**config.mk**
```make
export PLATFORM = sky130hd
export DESIGN_NAME = cache_port_arb
export DESIGN_NICKNAME = d
export VERILOG_FILES = /design/src/rtl/cache_port_arb.sv
export SDC_FILE = /design/constraint.sdc
export NUM_CORES = 1
export LEC_CHECK = 0
export CORE_AREA = 2 2 117 119
export CTS_BUF_LIST = sky130_fd_sc_hd__clkbuf_16
export DETAILED_ROUTE_END_ITERATION = 16
export DIE_AREA = 0 0 119 121
export PLACE_DENSITY = 0.87
export SETUP_SLACK_MARGIN = 0.4
export SLEW_MARGIN = 25
export SYNTH_ARGS = -nofsm -noshare
export SYNTH_HDL_FRONTEND = slang
export SYNTH_SLANG_ARGS = --single-unit
export TNS_END_PERCENT = 30
```
**constraint.sdc**
```tcl
create_clock -name c_clk -period 9.7 [get_ports c_clk]
set_clock_uncertainty 0.05 [all_clocks]
set_input_delay 1.94 -clock c_clk [delete_from_list [all_inputs] [get_ports c_clk]]
set_output_delay 1.94 -clock c_clk [all_outputs]
set_load 0.05 [all_outputs]
```
**src/rtl/cache_port_arb.sv**
```systemverilog
// Two-master arbiter for the cache CPU port: registers the winner's request, holds it until c_ack,
// returns read data plus a one-cycle ack to the owner, then idles one cycle; a watchdog flags a missing ack.
module cache_port_arb #(
  parameter int AW      = 16,
  parameter int DW      = 32,
  parameter int BW      = 4,
  parameter int RR      = 1,
  parameter int TMO_W   = 8,
  parameter int TMO_CYC = 200
) (
  input  logic          c_clk,
  input  logic          reset,
  input  logic [AW-1:0] m0_addr,
  input  logic          m0_wr,
  input  logic          m0_rd,
  input  logic [DW-1:0] m0_wdata,
  input  logic [BW-1:0] m0_bval,
  output logic [DW-1:0] m0_rdata,
  output logic          m0_ack,
  input  logic [AW-1:0] m1_addr,
  input  logic          m1_wr,
  input  logic          m1_rd,
  input  logic [DW-1:0] m1_wdata,
  input  logic [BW-1:0] m1_bval,
  output logic [DW-1:0] m1_rdata,
  output logic          m1_ack,
  output logic [AW-1:0] c_addr,
  output logic          c_wr,
  output logic          c_rd,
  output logic [DW-1:0] c_wdata,
  output logic [BW-1:0] c_bval,
  input  logic [DW-1:0] c_rdata,
  input  logic          c_ack,
  output logic [1:0]    grant,
  output logic          busy,
  output logic          tmo_err
);

  typedef enum logic [1:0] {IDLE, BUSY, RELEASE} state_t;

  localparam logic [TMO_W-1:0] TMO_LAST = TMO_W'(TMO_CYC - 1);

  state_t          state, state_nxt;
  logic            last_m1;
  logic [TMO_W-1:0] wd_cnt;
  logic            req0, req1, pick_m1;
  logic [AW-1:0]   sel_addr;
  logic [DW-1:0]   sel_wdata;
  logic [BW-1:0]   sel_bval;
  logic            sel_wr, sel_rd;

  always_comb begin
    req0      = m0_rd | m0_wr;
    req1      = m1_rd | m1_wr;
    // m1 wins when alone, or on a tie under round-robin if m0 was served last
    pick_m1   = req1 & (~req0 | ((RR != 0) & ~last_m1));
    sel_addr  = pick_m1 ? m1_addr  : m0_addr;
    sel_wdata = pick_m1 ? m1_wdata : m0_wdata;
    sel_bval  = pick_m1 ? m1_bval  : m0_bval;
    sel_wr    = pick_m1 ? m1_wr    : m0_wr;
    sel_rd    = pick_m1 ? m1_rd    : m0_rd;
  end

  always_comb begin
    state_nxt = state;
    case (state)
      IDLE:    if (req0 | req1) state_nxt = BUSY;
      BUSY:    if (c_ack) state_nxt = RELEASE;
      RELEASE: state_nxt = IDLE;
      default: state_nxt = IDLE;
    endcase
  end

  always_ff @(posedge c_clk or posedge reset) begin
    if (reset) state <= IDLE;
    else       state <= state_nxt;
  end

  always_ff @(posedge c_clk or posedge reset) begin
    if (reset) begin
      c_addr   <= '0;
      c_wr     <= 1'b0;
      c_rd     <= 1'b0;
      c_wdata  <= '0;
      c_bval   <= '0;
      grant    <= 2'b00;
      busy     <= 1'b0;
      m0_rdata <= '0;
      m1_rdata <= '0;
      m0_ack   <= 1'b0;
      m1_ack   <= 1'b0;
      tmo_err  <= 1'b0;
      last_m1  <= 1'b1;
      wd_cnt   <= '0;
    end else begin
      m0_ack <= 1'b0;
      m1_ack <= 1'b0;
      case (state)
        IDLE: begin
          if (req0 | req1) begin
            c_addr  <= sel_addr;
            c_wdata <= sel_wdata;
            c_bval  <= sel_bval;
            c_wr    <= sel_wr;
            c_rd    <= sel_rd & ~sel_wr;
            grant   <= pick_m1 ? 2'b10 : 2'b01;
            busy    <= 1'b1;
            last_m1 <= pick_m1;
          end
        end
        BUSY: begin
          if (c_ack) begin
            c_rd   <= 1'b0;
            c_wr   <= 1'b0;
            grant  <= 2'b00;
            busy   <= 1'b0;
            m0_ack <= grant[0];
            m1_ack <= grant[1];
            wd_cnt <= '0;
            if (c_rd && grant[0]) m0_rdata <= c_rdata;
            if (c_rd && grant[1]) m1_rdata <= c_rdata;
          end else begin
            if (wd_cnt != {TMO_W{1'b1}}) wd_cnt <= wd_cnt + 1'b1;
            // the cycle now ending is the TMO_CYC-th without an ack; the transfer keeps running
            if (wd_cnt >= TMO_LAST) tmo_err <= 1'b1;
          end
        end
        default: wd_cnt <= '0;
      endcase
    end
  end

endmodule

```
==> run_results.csv <==
group,metric,value,unit
run_status,status,"completed",
yosys,avgSynthCellArea,14.02,um2
final_layout,antennaDiodeCount,0,
pwr,pwr-share-comb,0.540,
sta,worst_slew_pin_slew,0.8102,ns
worst_setup_path,crit_family,"buffers and inverters",
routing,route.vias.total,4454,
final_layout,drive_gt1_frac,0.1479,
worst_setup_path,path_buf_inv,2,
clocking,post-cts-setup-buffer-count,0,
worst_setup_path,crit_fanout,46,
clocking,root_buffer,"clkbuf_16",
routing,drc,0,
die,coreArea,13090,um2
clocking,insertion_delay,0.41,ns
clocking,hold_buffers,0,
die,io_pins,267,
final_layout,mostFrequentLayoutCells,"clkdlybuf4s50_1 (266), dfrtp_1 (134), mux2_2 (58)",
global_routing,grt_pass1_vias,4776,
routing,via_per_inst,5.228,
sta,final-setup-viol-count,0,
job,maxCapViolations,0,
placement,gp_congestion,0.8197,
worst_setup_path,worstPathRequired,9.99,ns
clocking,cts_resized,0,
clocking,cts_sinks,135,
worst_hold_path,min_path_cells,1,
final_layout,area_growth,59.17,%
routing,routed_wl,16.27,mm
pwr,peakVddDrop,0.2312,mV
yosys,netlist_area,5620,um2
clocking,path_clk_slew,0.06,ns
yosys,synth-seq-area-share,0.6013,
global_routing,grt_max_degree,84,
worst_setup_path,critical_path_cell_count,6,
yosys,async_flop_share,1.000,
die,die_x,119,um
pwr,p_seq_frac,0.267,
pwr,power.total,3.548,mW
yosys,ys_ff_latch,135,
clocking,clk_path_buf_depth,2,
final_layout,fillers,920,
die,fp.dieH,121,um
worst_setup_path,worstPathArrival,4.03,ns
final_layout,nets,809,
die,row_count,42,
die,dieArea,14400,um2
worst_setup_path,start_kind,"input pin",
sta,hold_viol_final,0,
worst_setup_path,crit_chain,"clkdlybuf4s50_1 -> nor2_1 -> nor2b_1 -> nor3_4 -> buf_4 -> a221o_1",
placement,dp_hpwl,11.76,mm
pwr,p_int,1.968,mW
global_routing,grt_pass1_wl,25.41,mm
pwr,p_switching,1.580,mW
sta,slew_headroom,0.4580,
final_layout,final_core_util,0.6837,
worst_hold_path,hp-class,"reg2reg",
yosys,ys_warn_count,0,
routing,ant_nets,0,
die,floorplan.initialDensity,0.4295,
clocking,h-tree-depth,4,
worst_setup_path,slowest_stage,"buf_4",
clocking,cts_tree,"done",
clocking,cts_buffers,17,
pwr,p_leak,3.864,nW
sta,period_needed,3.733,ns
sta,min_period_over_period,0.3848,
yosys,synthCells,401,
global_routing,antenna_found_initial,0,
sta,slew_violations,0,
pwr,power.density,396.6,nW/um2
yosys,synthFlopType,"dfrtp_1",
yosys,synthesis.nets,545,
yosys,synth_cell_types,43,
global_routing,grt_usage,0.2309,
routing,drt_first_pass_iters,6,
worst_setup_path,max_stage_delay,0.52,ns
worst_setup_path,reg2reg_setup_slack,7.52,ns
placement,port_buffers,266,
routing,drt-initial-drc-count,327,
worst_setup_path,crit_type,"in2reg",
worst_setup_path,ff2ff_path_depth,4,
global_routing,grt.overflow.total,0,
routing,routedWlPerCell,19.10,um
worst_setup_path,endpoint_kind,"register",
sta,tns,0,ns
yosys,synth_edf_count,0,
pwr,switching_share,0.4454,
sta,rsz0062_at_grt,"false",
final_layout,layout_commonest_cell,"clkdlybuf4s50_1",
sta,max_freq,267.9,MHz
pwr,p_clk_frac,0.194,
state kept, by name, indices dropped and copies added (netlist names):
register and cells:
c_wdata 32, m0_ack 1, c_bval 4, c_rd 1, busy 1, wd_cnt 8
m0_rdata 32, last_m1 1, m1_ack 1, m1_rdata 32, grant 2, tmo_err 1
c_wr 1, c_addr 16, state 2
Yosys cell counts (2+ instances only):
master	number	area [um2]
a21o_1	4	30.03
a21oi_1	11	55.05
a221o_1	52	520.5
and2_1	2	12.51
and3_1	2	12.51
buf_2	7	35.03
buf_6	16	180.2
dfrtp_1	134	3353
inv_1	2	7.510
mux2_1	6	67.56
mux2_2	58	653.1
nand2_1	8	30.03
nand2_2	2	12.51
nor2_1	10	37.54
nor2b_1	54	337.8
nor3_1	3	15.01
nor3_4	2	32.53
o21ai_0	2	10.01
o31ai_1	2	15.01
worst paths after layout:
path / from / end
min in group asynchronous: reset / c_wdata[5]
min reg2reg: m1_rdata[3] / m1_rdata[3]
max: m0_wr / c_wdata[12]
max reg2reg: state[0] / c_wdata[12]
max in group asynchronous: reset / m1_rdata[25]
min: m1_rdata[3] / m1_rdata[3]
power groups by stage:
stage               Clock (mW)  Combinational (mW)  Sequential, mW
floorplan                    0               0.494            1.74
global placement             0                1.88           0.933
detailed placement           0                1.92           0.944
CTS                      0.699                1.93           0.946
global route             0.727                1.99           0.974
finish                   0.688                1.91           0.946
routing by layer:
metal,GRT usage,up-vias,part of all wire
li1,-,2007,-
met2,0.4019,242,0.51
met1,0.2643,2175,0.38
met4,0.08557,0,0.024
met3,0.07754,30,0.081
met5,0,-,0
through the flow:
step | hold WS [ns] | area [um2] | worst slack [ns] | std cells
floorplan | 0.4272 | 5620 | 4.101 | 401
global placement | 0.4113 | 8312 | 5.663 | 822
detailed placement | 0.4321 | 8312 | 5.563 | 822
CTS | 0.4450 | 8942 | 5.982 | 852
global route | 0.4532 | 8946 | 5.855 | 852
finish | 0.4388 | 8946 | 5.967 | 852
cells by family after synthesis:
logic type / after synthesis / synth area share
multiplexers: 65 / 0.1300
AND/OR/NAND/NOR: 91 / 0.09706
flip-flops: 135 / 0.6013
adder cells (fa/ha/maj): 1 / 0.002226
AO/OA/AOI/OAI: 81 / 0.1276
buffers and inverters: 28 / 0.04185
area by class of cell:
| class | instances | area (um2) | area share |
|---|---|---|---|
| clock inverters | 13 | 205.2 | 0.02294 |
| multi-input cells | 238 | 2006 | 0.2242 |
| clock buffers | 17 | 425.4 | 0.04755 |
| inverters | 3 | 13.76 | 0.001538 |
| well taps | 176 | 220.2 | 0.02462 |
| flip-flops and latches | 135 | 3379 | 0.3778 |
| repair buffers | 270 | 2696 | 0.3014 |
worst reg2reg max path, cell delays in order, from the launching register on:
cell     delay (ns)
dfrtp_1        0.41
or2_1          0.41
nor3_4         0.46
buf_4          0.52
a221o_1        0.26
Note: power is estimated with default switching activity, not from simulation.
